[src/rtl/mouse_packet_decoder.sv]
// Decodes PS/2 mouse packets (3-byte standard or 4-byte wheel) into a clamped
// absolute cursor position, a wheel accumulator and the last status byte.
// Malformed or stalled packets are discarded and flagged.
//
// Ports:
//   CLK            system clock, rising edge
//   RESET          asynchronous active-low reset
//   BYTE_IN        received byte, valid while BYTE_READY is high
//   BYTE_READY     one-cycle strobe per received byte
//   BYTE_ERROR     one-cycle strobe per parity/framing error
//   MOUSE_STATUS   byte 1 of the last committed packet
//   MOUSE_X/Y      clamped absolute position (Y grows downwards)
//   MOUSE_Z        accumulated wheel count, two's complement
//   SEND_INTERRUPT one-cycle pulse per committed packet
//   PACKET_ERR     one-cycle pulse per discarded packet
//
// state   | meaning
// WAIT_B1 | idle, waiting for a status byte with bit 3 set
// WAIT_B2 | status latched, waiting for X movement
// WAIT_B3 | waiting for Y movement
// WAIT_B4 | waiting for wheel byte (wheel packets only)
// COMMIT  | one cycle: outputs updated, next byte treated as a WAIT_B1 byte
module mouse_packet_decoder #(
  parameter int MAX_X          = 160,
  parameter int MAX_Y          = 120,
  parameter int Z_ENABLE       = 0,
  parameter int TIMEOUT_CYCLES = 2_000_000
) (
  input  logic       CLK,
  input  logic       RESET,
  input  logic [7:0] BYTE_IN,
  input  logic       BYTE_READY,
  input  logic       BYTE_ERROR,
  output logic [7:0] MOUSE_STATUS,
  output logic [7:0] MOUSE_X,
  output logic [7:0] MOUSE_Y,
  output logic [7:0] MOUSE_Z,
  output logic       SEND_INTERRUPT,
  output logic       PACKET_ERR
);

  localparam int GAP_W = $clog2(TIMEOUT_CYCLES + 1);

  typedef enum logic [2:0] {WAIT_B1, WAIT_B2, WAIT_B3, WAIT_B4, COMMIT} state_t;

  state_t             state_q, state_d;
  logic [7:0]         b1_q, b1_d, b2_q, b2_d, b3_q, b3_d, b4_q, b4_d;
  logic [GAP_W-1:0]   gap_q, gap_d;
  logic [7:0]         status_q, status_d, x_q, x_d, y_q, y_d, z_q, z_d;
  logic               int_q, int_d, perr_q, perr_d;

  logic signed [10:0] dx, dy, nx, ny;
  logic [7:0]         new_x, new_y, new_z;
  logic               timeout;

  // Movement datapath, evaluated from the latched packet bytes.
  always_comb begin
    dx = '0;
    dy = '0;
    if (!b1_q[6]) dx = {{2{b1_q[4]}}, b1_q[4], b2_q};
    if (!b1_q[7]) dy = {{2{b1_q[5]}}, b1_q[5], b3_q};
    nx = $signed({3'b000, x_q}) + dx;
    // PS/2 Y is positive upwards; the screen Y grows downwards.
    ny = $signed({3'b000, y_q}) - dy;

    if (nx < 0)                 new_x = 8'd0;
    else if (nx >= 11'(MAX_X))  new_x = 8'(MAX_X - 1);
    else                        new_x = nx[7:0];

    if (ny < 0)                 new_y = 8'd0;
    else if (ny >= 11'(MAX_Y))  new_y = 8'(MAX_Y - 1);
    else                        new_y = ny[7:0];

    new_z = z_q + {{4{b4_q[3]}}, b4_q[3:0]};
  end

  // Fires on the edge where the gap since the last byte reaches the limit.
  assign timeout = !BYTE_READY && (gap_q == GAP_W'(TIMEOUT_CYCLES - 1));

  always_comb begin
    state_d  = state_q;
    b1_d     = b1_q;
    b2_d     = b2_q;
    b3_d     = b3_q;
    b4_d     = b4_q;
    status_d = status_q;
    x_d      = x_q;
    y_d      = y_q;
    z_d      = z_q;
    int_d    = 1'b0;
    perr_d   = 1'b0;

    if (BYTE_READY)                                       gap_d = '0;
    else if (state_q inside {WAIT_B2, WAIT_B3, WAIT_B4})  gap_d = gap_q + 1'b1;
    else                                                  gap_d = '0;

    case (state_q)
      WAIT_B1, COMMIT: begin
        if (state_q == COMMIT) begin
          status_d = b1_q;
          x_d      = new_x;
          y_d      = new_y;
          if (Z_ENABLE != 0) z_d = new_z;
          int_d    = 1'b1;
        end
        // COMMIT also screens the incoming byte so back-to-back packets
        // lose nothing; an error here has no partial packet to discard.
        state_d = WAIT_B1;
        if (!BYTE_ERROR && BYTE_READY && BYTE_IN[3]) begin
          b1_d    = BYTE_IN;
          state_d = WAIT_B2;
        end
      end
      WAIT_B2, WAIT_B3, WAIT_B4: begin
        if (BYTE_ERROR || timeout) begin
          state_d = WAIT_B1;
          perr_d  = 1'b1;
          gap_d   = '0;
        end else if (BYTE_READY) begin
          case (state_q)
            WAIT_B2: begin
              b2_d    = BYTE_IN;
              state_d = WAIT_B3;
            end
            WAIT_B3: begin
              b3_d    = BYTE_IN;
              state_d = (Z_ENABLE != 0) ? WAIT_B4 : COMMIT;
            end
            default: begin
              b4_d    = BYTE_IN;
              state_d = COMMIT;
            end
          endcase
        end
      end
      default: state_d = WAIT_B1;
    endcase
  end

  always_ff @(posedge CLK or negedge RESET) begin
    if (!RESET) begin
      state_q  <= WAIT_B1;
      b1_q     <= '0;
      b2_q     <= '0;
      b3_q     <= '0;
      b4_q     <= '0;
      gap_q    <= '0;
      status_q <= 8'h00;
      x_q      <= 8'(MAX_X / 2);
      y_q      <= 8'(MAX_Y / 2);
      z_q      <= 8'h00;
      int_q    <= 1'b0;
      perr_q   <= 1'b0;
    end else begin
      state_q  <= state_d;
      b1_q     <= b1_d;
      b2_q     <= b2_d;
      b3_q     <= b3_d;
      b4_q     <= b4_d;
      gap_q    <= gap_d;
      status_q <= status_d;
      x_q      <= x_d;
      y_q      <= y_d;
      z_q      <= z_d;
      int_q    <= int_d;
      perr_q   <= perr_d;
    end
  end

  assign MOUSE_STATUS   = status_q;
  assign MOUSE_X        = x_q;
  assign MOUSE_Y        = y_q;
  assign MOUSE_Z        = z_q;
  assign SEND_INTERRUPT = int_q;
  assign PACKET_ERR     = perr_q;

endmodule
[config.mk]
export PLATFORM = sky130hd
export DESIGN_NAME = mouse_packet_decoder
export DESIGN_NICKNAME = d
export VERILOG_FILES = /design/src/rtl/mouse_packet_decoder.sv
export SDC_FILE = /design/constraint.sdc
export NUM_CORES = 1
export LEC_CHECK = 0
export CORE_UTILIZATION = 63
export CTS_BUF_LIST = sky130_fd_sc_hd__clkbuf_8
export CTS_CLUSTER_DIAMETER = 40
export DETAILED_ROUTE_END_ITERATION = 10
export GPL_ROUTABILITY_DRIVEN = 0
export PLACE_DENSITY = 0.92
export SYNTH_ARGS = -nofsm -noshare
export SYNTH_HDL_FRONTEND = slang
export SYNTH_SLANG_ARGS = --single-unit
[constraint.sdc]
create_clock -name CLK -period 4 [get_ports CLK]
set_input_delay 0.8 -clock CLK [delete_from_list [all_inputs] [get_ports CLK]]
set_output_delay 0.8 -clock CLK [all_outputs]
set_load 0.005 [all_outputs]
[Yosys cells after proc, flatten, opt, wreduce, memory -nomap -nowiden]
Cells that the tools add are included.
Word-level totals
  register bits: 74
  bits of input ports: 12
  output and inout bits: 34
  logic and storage cells: 57
Cells by class
  add/subtract/negate cells: 3
  order comparisons: 4
  equality and inequality tests: 6
  multiplexer cells: 19
  bitwise operators: 1
  reductions and logical operators: 14
Operators by type and width (number)
  $mux 21: 4
  $mux 8: 4
  $lt 11x1->1 const B: 2
  $mux 11: 2
  $add 21x1->21 const B: 1
  $eq 21x21->1 const B: 1
  $add 9x11->11: 1
  $ge 11x8->1 const B: 1
  $ge 11x9->1 const B: 1
  $sub 9x11->11: 1
  $mux 3: 3
  $reduce_and 4->1: 2
  $eq 3x2->1 const B: 2
  $pmux 3 s2: 1
  $mux 1: 5
  $reduce_and 2->1: 2
  $eq 3x1->1 const B: 1
  $eq 3x3->1 const B: 1
  $logic_and 1x1->1: 3
  $logic_not 3->1: 1
  $ne 3x3->1 const B: 1
  $reduce_bool 3->1: 1
  $reduce_or 3->1: 1
  $logic_not 1->1: 2
  other kinds (3): 3

[Longest topological paths before layout]
  word-level depth: 6
  gate-level depth with buffers: 11
  mapped depth without buffers: 10

[Worst setup path after synthesis]
Ideal clock, no wire load.
  path kind: register -> register
  from: register b1_q[6]
  to: register x_q[5] (netlist: MOUSE_X[5])
  setup time: 104 ps
  arrival: 2535 ps
  data required time: 3896 ps
  path slack: 1362 ps
  cell stages (with the launch flop): 12
  path buffers: 1
  period minus slack after synthesis: 2638 ps
  cells stage by stage: dfrtp_1 clkbuf_1 nor2b_1 ha_1 inv_1 fa_1 nand2b_1 a21oi_1 a211oi_1 o21ai_1 mux2_2 o41ai_2
Between the ends
  longest elaborated chain between the ends: 5
  elaborated cells between the ends (all ways): 6
  classes of those cells: add/sub (1); order compare (2); mux (3)
Ends and longest elaborated chain
  from (decl): line 47  | logic [7:0] b1_q, b1_d, b2_q, b2_d, b3_q, b3_d, b4_q, b4_d;
  from (signal assigned): line 143  | b1_q <= '0;
  from (signal assigned): line 156  | b1_q <= b1_d;
  $mux 11 *: line 60  | if (!b1_q[6]) dx = {{2{b1_q[4]}}, b1_q[4], b2_q};
  $add 9x11->11 *: line 62  | nx = $signed({3'b000, x_q}) + dx;
  $ge 11x9->1: line 67  | else if (nx >= 11'(MAX_X)) new_x = 8'(MAX_X - 1);
  $mux 8: line 67
  $mux 8 *: line 66  | if (nx < 0) new_x = 8'd0;
  to (signal assigned): line 149  | x_q <= 8'(MAX_X / 2);
  to (decl): line 49  | logic [7:0] status_q, status_d, x_q, x_d, y_q, y_d, z_q, z_d;
Mark *: on every way between the ends. The rest lies on a longest branch, timed or not.
A chain may end at the register's enable or synchronous reset.

[Worst setup path after layout]
Ends and elaborated chain as after synthesis.

==> flow_summary_export.csv <==
group,metric,value,unit
cts,cts_root_buf,"clkbuf_8",
die,design.die.area,6676,um2
detailed_routing,wl_met1,3718,um
synth,ys_warn_count,0,
critical_path,cp.required,4.24,ns
cts,holdBufCountCts,0,
power,p_int,1435,uW
run,max_cap_violations,0,
min_path,hp-class,"primary input to async pin",
detailed_routing,wl_met2,4229,um
critical_path,cp.arrival,3.22,ns
sta,post-route-period-util,74.36,%
synth,ys.flop_type,"dfrtp_1",
cts,clock_latency,0.35,ns
placed_design,place_hpwl,6091,um
status,status,"complete, no violations",
detailed_routing,route.met3.wl,421,um
power,p_comb_share,33.5,%
sta,worst_slew_pin_slew,0.8264,ns
synth,async_reset_ff_share,100.0,%
synth,synth.top_cell.area_share,42.51,%
die,ios,46,
synth,synth_cells,390,
sta,rsz0062_at_grt,"false",
sta,clock_skew,0.007077,ns
synth,synth_edf_count,0,
finish,antenna_cells,0,
cts,cts_resized,0,
power,pwr-share-clk,23.5,%
die,fp.dieH,81.71,um
synth,synth_area_leaders,"dfrtp_1, mux2_2, ha_1, nand2_1, dfstp_2",
critical_path,crit_start,"b1_q[6]",
synth,avgSynthCellArea,10.26,um2
cts,cts_buffers,9,
placed_design,port_buffers,37,
synth,yosysUniqueCellTypes,56,
sta,period_minus_slack,2.974,ns
detailed_routing,routed_wl,8490,um
finish,layout_common_cells,"dfrtp_1, nand2_1, clkdlybuf4s50_1, nor2_1, mux2_2",
power,seq_power_share,43.0,%
die,die_w,81.71,um
detailed_routing,routedWlPerCell,16.65,um
critical_path,path_max_fanout,12,
cts,cts.sinks,74,
sta,setup_total_negative_slack,0,ns
finish,final_common_cell,"dfrtp_1",
global_routing,grt_max_degree,48,
cts,post-cts-setup-buffers,0,
cts,tritoncts,"done",
power,p_sw_share,33.38,%
sta,slew_violations,0,
synth,synth_top_area_cell,"dfrtp_1",
power,total_power,2155,uW
sta,final-setup-viol-count,0,
detailed_routing,vias,3058,
global_routing,overflow,0,
finish,final_util,75.85,%
synth,netlist_area,4003,um2
critical_path,end_kind,"flop",
cts,clockBufferDepth,2,
sta,max_slew_margin,44.77,%
global_routing,grt.total_usage,28.24,%
cts,cts.reportedPaths.clkPinSlew,0.07,ns
detailed_routing,ant_nets,0,
finish,area_growth,14.19,%
die,start_util,66.42,%
critical_path,reg2reg_from,"b1_q[6]",
die,core_area,6026,um2
cts,htree_levels,3,
power,p_sw,719.1,uW
critical_path,worstSetupPathType,"flop to flop",
power,ir_worst_vdd,0.0002969,V
finish,drive_above_1_share,13.33,%
detailed_routing,drt_iter0_markers,182,
finish,nets,461,
global_routing,grt_pass1_vias,2987,
critical_path,crit_path_start_kind,"flop",
synth,synth-seq-cells,74,
global_routing,antenna_found_initial,0,
detailed_routing,highest_layer,"met4",
sta,final_hold_viol_count,0,
die,placementRows,28,
detailed_routing,vias_per_cell,5.996,
synth,seq_area_frac_synth,46.45,%
detailed_routing,drt_pass1_iterations,5,
sta,fmax,336.2,MHz
power,power.leakage,0.001992,uW
power,power-per-cell-area,471.4,nW/um2
detailed_routing,drc,0,
global_routing,grt_pass1_wl,13830,um
## cell type report
class / count / area (um2)
sequential: 74 / 1859
timing repair buffer: 39 / 380.4
tap: 75 / 93.84
inverter: 9 / 33.78
clock inverter: 6 / 27.53
multi-input combinational: 297 / 2038
clock buffer: 10 / 137.6
fill: 399 / 1455
## routing by layer
layer | vias up | track usage, %
met4 | 0 | 9.474
met1 | 1516 | 36.91
met3 | 13 | 6.222
li1 | 1433 | -
met2 | 96 | 46.67
met5 | - | 0
## power by group through the flow
stage | Combinational, uW | Clock [uW] | Sequential, uW
finish | 722 | 506 | 926
global route | 786 | 549 | 938
detailed placement | 709 | 0 | 937
CTS | 716 | 512 | 926
global placement | 666 | 0 | 931
floorplan | 505 | 0 | 915
## logic make-up (layout without fill, tap and decap cells)
| family | count (synthesis) | in the layout | synth area share, % |
|---|---|---|---|
| xor+xnor | 29 | 29 | 6.346 |
| other cells | 1 | 8 | 0.09369 |
| buf+inv | 26 | 64 | 3.282 |
| compound gates | 63 | 63 | 11.25 |
| flops | 74 | 74 | 46.45 |
| fa+ha+maj | 19 | 19 | 6.314 |
| simple gates | 153 | 153 | 19.26 |
| mux | 25 | 25 | 7.002 |
## worst max-delay path: stages (launching register included)
cell,delay [ns]
dfrtp_1,0.52
nor2b_1,0.21
ha_1,0.19
inv_1,0.05
fa_1,0.40
nand2b_1,0.19
a21oi_1,0.16
a211oi_1,0.09
o21ai_1,0.32
mux2_2,0.41
o41ai_2,0.32
## worst paths after layout
path	to	slack [ns]	depth (start not counted)
worst max register to register	MOUSE_X[5]	1.03	10
max in group asynchronous	b1_q[1]	2.54	2
worst max-delay path	MOUSE_X[5]	1.03	10
worst min register to register	b1_q[3]	0.47	1
worst min-delay path	MOUSE_X[1]	0.45	1
min in group CLK	b1_q[3]	0.47	1
## sequential cells by signal, indices dropped and copies added (netlist names)
register / flops
MOUSE_STATUS: 8
PACKET_ERR: 1
gap_q: 21
b2_q: 8
MOUSE_Y: 8
SEND_INTERRUPT: 1
b3_q: 8
state_q: 3
b1_q: 8
MOUSE_X: 8
## cell usage after synthesis (5+ instances only)
cell type,number
nand2_1,53
xnor2_1,15
ha_1,17
nor2b_1,15
mux2_2,24
nand4_1,5
o21ai_0,7
clkbuf_1,6
nor2_1,31
xor2_1,14
nand3_1,10
dfrtp_1,68
dfstp_2,6
a21o_1,5
buf_4,8
a21oi_1,19
inv_1,8
nor3_1,6
nand2b_1,13
## per-stage QoR
stage / instance area (um2) / setup slack (ns) / hold slack, ns / cells
final: 4571 / 1.026 / 0.4477 / 510
after global routing: 4571 / 0.8326 / 0.4949 / 510
after CTS: 4571 / 1.030 / 0.4635 / 510
after detailed placement: 4405 / 1.091 / 0.4566 / 494
after global placement: 4405 / 1.279 / 0.4445 / 494
after floorplan: 4029 / 1.362 / 0.4300 / 397
Power figures use the tool's default switching activity.
